[config.mk]
export PLATFORM = sky130hd
export DESIGN_NAME = seq_control
export DESIGN_NICKNAME = d
export VERILOG_FILES = /design/src/rtl/seq_control.sv
export SDC_FILE = /design/constraint.sdc
export NUM_CORES = 1
export LEC_CHECK = 0
export ABC_AREA = 1
export BUFFER_PORTS_ARGS = -buffer_cell sky130_fd_sc_hd__buf_2
export CORE_MARGIN = 1.5
export CORE_UTILIZATION = 54
export CTS_CLUSTER_DIAMETER = 60
export DETAILED_ROUTE_END_ITERATION = 10
export PLACE_DENSITY = 0.78
export SETUP_SLACK_MARGIN = 0.15
export SKIP_CTS_REPAIR_TIMING = 1
export SYNTH_ARGS = -nofsm -noshare
export SYNTH_HDL_FRONTEND = slang
export SYNTH_SLANG_ARGS = --single-unit
[constraint.sdc]
create_clock -name clk -period 1.9 [get_ports clk]
set_input_delay 0.285 -clock clk [delete_from_list [all_inputs] [get_ports clk]]
set_output_delay 0.285 -clock clk [all_outputs]
set_load 0.01 [all_outputs]
[src/rtl/seq_control.sv]
`default_nettype none

// ============================================================================
//  Module      : seq_control (with package seq_control_pkg)
//  Description : Instruction sequencer for a simple accumulator CPU. It walks
//                an 8-state fetch/execute loop, can stall memory reads on
//                mem_ack with a timeout, supports single-step and halt, and
//                counts retired instructions.
//  Revision    : 1.0 - initial release
// ============================================================================

package seq_control_pkg;
    typedef enum logic [2:0] {
        HLT = 3'd0,
        SKZ = 3'd1,
        ADD = 3'd2,
        AND = 3'd3,
        XOR = 3'd4,
        LDA = 3'd5,
        STO = 3'd6,
        JMP = 3'd7
    } opcode_t;
endpackage

module seq_control
    import seq_control_pkg::*;
#(
    parameter int WAIT_EN  = 1,
    parameter int MAX_WAIT = 8,
    parameter int ICNT_W   = 16
) (
    input  logic              clk,
    input  logic              rst_,
    input  opcode_t           opcode,
    input  logic              zero,
    input  logic              mem_ack,
    input  logic              step_mode,
    input  logic              resume,
    output logic              load_ac,
    output logic              mem_rd,
    output logic              mem_wr,
    output logic              inc_pc,
    output logic              load_pc,
    output logic              load_ir,
    output logic              halt,
    output logic              err,
    output logic [ICNT_W-1:0] icount
);

    localparam logic [3:0] S_INST_ADDR  = 4'd0;
    localparam logic [3:0] S_INST_FETCH = 4'd1;
    localparam logic [3:0] S_INST_LOAD  = 4'd2;
    localparam logic [3:0] S_IDLE       = 4'd3;
    localparam logic [3:0] S_OP_ADDR    = 4'd4;
    localparam logic [3:0] S_OP_FETCH   = 4'd5;
    localparam logic [3:0] S_ALU_OP     = 4'd6;
    localparam logic [3:0] S_STORE      = 4'd7;
    localparam logic [3:0] S_HALTED     = 4'd8;

    // Wait counter never exceeds MAX_WAIT-1 (<= 254), so 8 bits suffice.
    localparam logic [7:0]        WAIT_LAST = 8'(MAX_WAIT - 1);
    localparam logic [ICNT_W-1:0] ICNT_ONE  = ICNT_W'(1);

    logic [3:0] r_state;
    logic [3:0] w_next;
    logic [7:0] r_wait_cnt;
    logic       w_aluop;
    logic       w_stall_state;
    logic       w_held;
    logic       w_timeout;

    assign w_aluop = (opcode == ADD) || (opcode == AND) ||
                     (opcode == XOR) || (opcode == LDA);

    // Only instruction fetch and an ALU operand fetch wait on memory.
    assign w_stall_state = (WAIT_EN != 0) &&
                           ((r_state == S_INST_FETCH) ||
                            ((r_state == S_OP_FETCH) && w_aluop));
    assign w_held    = w_stall_state && !mem_ack;
    assign w_timeout = w_held && (r_wait_cnt == WAIT_LAST);

    // State register.
    always_ff @(posedge clk or negedge rst_) begin
        if (!rst_) begin
            r_state <= S_INST_ADDR;
        end else begin
            r_state <= w_next;
        end
    end

    // Next-state decode.
    always_comb begin
        w_next = r_state;
        case (r_state)
            S_INST_ADDR:  w_next = S_INST_FETCH;
            S_INST_FETCH: begin
                if (w_timeout) begin
                    w_next = S_HALTED;
                end else if (!w_held) begin
                    w_next = S_INST_LOAD;
                end
            end
            S_INST_LOAD:  w_next = S_IDLE;
            S_IDLE:       w_next = S_OP_ADDR;
            S_OP_ADDR:    w_next = (opcode == HLT) ? S_HALTED : S_OP_FETCH;
            S_OP_FETCH: begin
                if (w_timeout) begin
                    w_next = S_HALTED;
                end else if (!w_held) begin
                    w_next = S_ALU_OP;
                end
            end
            S_ALU_OP:     w_next = S_STORE;
            S_STORE:      w_next = step_mode ? S_HALTED : S_INST_ADDR;
            S_HALTED: begin
                // A memory timeout can only be cleared by reset.
                if (resume && !err) begin
                    w_next = S_INST_ADDR;
                end
            end
            default:      w_next = S_INST_ADDR;
        endcase
    end

    // Control output decode from current state plus opcode/zero qualifiers.
    always_comb begin
        load_ac = 1'b0;
        mem_rd  = 1'b0;
        mem_wr  = 1'b0;
        inc_pc  = 1'b0;
        load_pc = 1'b0;
        load_ir = 1'b0;
        halt    = 1'b0;
        case (r_state)
            S_INST_FETCH: begin
                mem_rd = 1'b1;
            end
            S_INST_LOAD, S_IDLE: begin
                mem_rd  = 1'b1;
                load_ir = 1'b1;
            end
            S_OP_ADDR: begin
                inc_pc = 1'b1;
                halt   = (opcode == HLT);
            end
            S_OP_FETCH: begin
                mem_rd = w_aluop;
            end
            S_ALU_OP: begin
                load_ac = w_aluop;
                mem_rd  = w_aluop;
                inc_pc  = (opcode == SKZ) && zero;
                load_pc = (opcode == JMP);
            end
            S_STORE: begin
                load_ac = w_aluop;
                mem_rd  = w_aluop;
                mem_wr  = (opcode == STO);
                inc_pc  = (opcode == JMP);
                load_pc = (opcode == JMP);
            end
            S_HALTED: begin
                halt = 1'b1;
            end
            default: begin
            end
        endcase
    end

    // Stall counter: counts held cycles, restarts on any state change.
    always_ff @(posedge clk or negedge rst_) begin
        if (!rst_) begin
            r_wait_cnt <= 8'd0;
        end else if (w_next != r_state) begin
            r_wait_cnt <= 8'd0;
        end else if (w_held) begin
            r_wait_cnt <= r_wait_cnt + 8'd1;
        end
    end

    // Sticky timeout flag.
    always_ff @(posedge clk or negedge rst_) begin
        if (!rst_) begin
            err <= 1'b0;
        end else if (w_timeout) begin
            err <= 1'b1;
        end
    end

    // Retired-instruction counter: one count per STORE exit, free wrap.
    always_ff @(posedge clk or negedge rst_) begin
        if (!rst_) begin
            icount <= '0;
        end else if (r_state == S_STORE) begin
            icount <= icount + ICNT_ONE;
        end
    end

endmodule

`default_nettype wire

# Yosys cells after proc, flatten, opt, wreduce, memory -nomap -nowiden
# Cells that the tools add are included.
# totals
wordCells,58
reg_bits,29
inputBits,9
# classes
n_eq_ne,17
reduce_logical,18
n_mux,17
n_addsub,2
# op_table
cell,count
4-bit one-hot mux with 9 select lines,1
4-bit two-way mux,7
16-bit by 1-bit adder with 16-bit output (second input constant),1
4-bit by 3-bit == test with 1-bit output (second input constant),4
8-bit two-way mux,2
3-bit == test (second input constant),4
8-bit by 1-bit adder with 8-bit output (second input constant),1
4-bit by 2-bit == test with 1-bit output (second input constant),2
8-bit by 3-bit == test with 1-bit output (second input constant),1
3-bit by 2-bit == test with 1-bit output (second input constant),2
3-bit OR reduction,2
1-bit logical AND,5
4-bit by 1-bit == test with 1-bit output (second input constant),1
4-bit == test (second input constant),1
4-bit logical NOT,1
1-bit logical OR,4
1-bit two-way mux,4
4-bit inequality test,1
1-bit one-hot mux with 2 select lines,2
2-bit OR reduction,2
3-bit by 1-bit == test with 1-bit output (second input constant),1
3-bit logical NOT,1
1-bit one-hot mux with 3 select lines,1
1-bit logical NOT,2
2-bit nonzero test,1

# Longest topological paths before layout
# depth
depth_word,12
ltp_mapped,12
depth_no_buf,12

# Worst setup path after synthesis
# No wires, ideal clock.
# synth_timing
kind,register -> output
startpoint,reg r_state[3]
endpoint,out inc_pc
t_arrival_ps,1317
stages_incl_launch_ff,6
setup_slack_ps,298
required_ps,1615
n_path_buf,0
cell_sequence,dfrtp_1 > inv_2 > nand2_4 > nor4_1 > a21oi_1 > o21ai_0
# synth_between
elab_chain_cells,2
# synth_lines
item,line_no,text
start: declaration,64,logic [3:0] r_state;
start signal: assignment,87,r_state <= w_next;
4-bit by 3-bit == test with 1-bit output,134,case (r_state)
1-bit one-hot mux with 3 select lines (*),134,
end: declaration,42,"output logic inc_pc,"
# Every way passes the cells marked *; elsewhere a longest branch is shown, timed or not.

# Worst setup path in the final report
# layout_timing
startpoint,reg r_state[1]
endpoint,out halt
# layout_between
elab_chain_cells,2
# layout_lines
item,line_no,text
4-bit == test or 4-bit by 3-bit == test with 1-bit output (tied branches),134,
1-bit one-hot mux with 2 select lines (*),134,
end: declaration,45,"output logic halt,"
# Marks and branches as above.

==> metrics.yaml <==
slew_headroom_pct: 57.4
synth_edf_count: 0
crit_family: "simple AND/OR/NAND/NOR gates"
hold_violations: 0
p_leak_uw: 0.00118
min_period_over_period_pct: 98.2
r2r_cells: 10
cp.arrival_ps: 1580
synth_fp_nets: 218
drc: 0
skew_ps: 9.10
r2r_setup_slack_ps: 130
drtAntennaViolNets: 0
min_path_cells: 4
cts_root_buffer: "clkbuf_4"
io_pins: 33
synthXorXnorAreaFrac_pct: 10.8
dieArea_sq_mm: 0.00349
dpl.hpwl_microns: 2520
die_x_microns: 59.1
crit_chain: "inv_4 > nand2_1 > nor3_1 > or2_4 > buf_6"
synthSimpleGateAreaFrac_pct: 36.1
clkLatencyLatePin_ps: 320
worstSetupPathType: "reg -> out"
ys_async_sr_fraction_pct: 100
synth_fa_ha_area_share_pct: 1.47
fin_nets: 267
r2r_start: "r_state[3]"
max_freq_mhz: 536
slew_viol_final: 0
overflow: 0
grt_pass1_vias: 1326
critical_path.max_stage_delay_ps: 480
grt_max_degree: 30
power_density_mw_per_mm2: 1120
vias: 1503
synth_cells: 207
final_core_util_pct: 72.3
post_drt_wl_per_cell_microns: 12.8
ir_drop_mv: 0.800
row_count: 20
synth_top_family_by_area: "simple AND/OR/NAND/NOR gates"
grt_pass1_wl_microns: 5650
yosys_register_bits: 29
critPathRequiredTime_ps: 1620
num_antenna_cells: 0
area_growth_pct: 29.0
hold_class: "in -> reg"
stdcell_count: 301
synth-compound-area-share_pct: 1.99
worst-path-buf-inv: 2
startpoint: "r_state[1]"
final.min_clock_period_ps: 1870
clock-sinks: 29
initial_core_util_pct: 56.1
status: "complete, no violations"
viasPerCell: 4.99
worst_pin_slew_ps: 639
setup_viol: 0
core_area_sq_mm: 0.00303
min_from: "resume"
cts_tree: "yes"
yosysSeqAreaShare_pct: 42.7
cp_max_fo: 6
synth_cell_types: 26
yosysWarningCount: 0
cpMaxStageDelayCell: "dfrtp_2"
clk_pin_slew_ps: 90
track_usage_pct: 21.5
worstReg2RegEnd: "icount[10]"
rsz0062_at_grt: "yes"
crit_path_start_kind: "flip-flop"
layout-drive-gt1-share_pct: 35.0
synth_area_sq_mm: 0.00170
maxCapViolCount: 0
port_buffers: 32
syn_area_per_cell_sq_um: 8.20
setup_tns_ps: 0
htreeDepth: 2
antenna_found_initial: 0
dp_cells: 283
clock_tree.buffer_depth: 2
wl_microns: 3860
drtPass1Iterations: 4
muxShareOfSynthArea_pct: 0
holdPathEnd: "r_state[3]"
die_y_microns: 59.1
gp_congestion: 0.875
end_kind: "primary output"
synth_top_flop_cell: "dfrtp_1"
cts_buffers: 5
drt_iter0_drc: 47
[final cells by class]
| class | instances | area (sq um) |
|---|---|---|
| Fill cell | 237 | 838 |
| Sequential cell | 29 | 731 |
| Inverter | 29 | 121 |
| Timing Repair Buffer | 42 | 248 |
| Multi-Input combinational cell | 149 | 932 |
| Clock inverter | 3 | 65.1 |
| Tap cell | 44 | 55.1 |
| Clock buffer | 5 | 37.5 |
[how the worst max path moves through the flow]
stage                     depth (start not counted)            end  slack (ps)
after floorplan                                   5         inc_pc         300
after global placement                           10  r_wait_cnt[7]         220
after detailed placement                         10  r_wait_cnt[6]         200
after CTS                                         6         inc_pc         -30
after global routing                              5           halt         -90
final                                             5           halt          30
[per-stage QoR]
| stage | total power, uW | hold WS, ps | instance area, sq um | setup slack (ps) |
|---|---|---|---|---|
| finish | 2460 | 311 | 2190 | 34.3 |
| global route | 2620 | 286 | 2190 | -92.5 |
| CTS | 2240 | -11.9 | 2020 | -31.8 |
| detailed placement | 1610 | 351 | 1910 | 201 |
| global placement | 1610 | 341 | 1910 | 220 |
| floorplan | 1390 | -10.6 | 1700 | 298 |
[layout by cell type, fill, tap and decap left out, types with 2 or more instances in the layout]
cell type  netlist  layout
nand3_1         10       9
nor2_2           5       7
dfrtp_1         29      25
nor3_1           7       6
nand2_4          3       3
dfrtp_2          0       4
inv_4            1       3
nor2_1          27      23
nand3_2          4       4
bufinv_16        0       2
clkbuf_4         0       5
xor2_1          16      16
nand2_2          3       4
inv_1           24      23
inv_2            3       2
nand2_1         49      47
xnor2_1          5       5
nand4_1          5       5
a21oi_1          2       2
buf_2            0      31
buf_4            0       8
buf_6            0       2
nor2_4           3       5
[cells in the mapped netlist, types with 3 or more instances]
library cell	n	area, sq um
inv_1	24	90.1
nor2_1	27	101
nand3_2	4	40.0
nor2_2	5	31.3
inv_2	3	11.3
nand4_1	5	31.3
dfrtp_1	29	726
xor2_1	16	140
nand2_2	3	18.8
nand2_1	49	184
nand2_4	3	33.8
xnor2_1	5	43.8
nand3_1	10	50.1
nor3_1	7	35.0
nor2_4	3	33.8
[routing by layer]
layer  vias up  GRT usage [%]  routed length [microns]
li1        748              -                        -
met1       695           26.0                     1600
met2        48           37.0                     1980
met3        12           4.80                      166
met4         0           8.44                      117
met5         -              0                        0
[kinds of logic (layout without fill, tap and decap cells)]
kind of cell,after synthesis,count (layout)
and+or+nand+nor,120,120
DFF,29,29
buffers and inverters,29,79
xor gates and xnor gates,21,21
AOI/OAI and AO/OA,6,6
adders and majority gates,2,2
[registers in the layout, summed over array words and instances (netlist names)]
name and flops:
r_state 4, r_wait_cnt 8, icount 16, err 1
[worst min-delay path, stage by stage]
cell	delay, ps
buf_2	100
nand2_1	60
nand2_1	90
nand2_1	60
[where the power goes]
group	switching [uW]	internal (uW)	total, uW	leakage, uW
registers	131	702	833	0.000385
clock network	216	407	624	0.0000552
logic	624	379	1000	0.000744
Note: power is estimated with default switching activity, not from simulation.
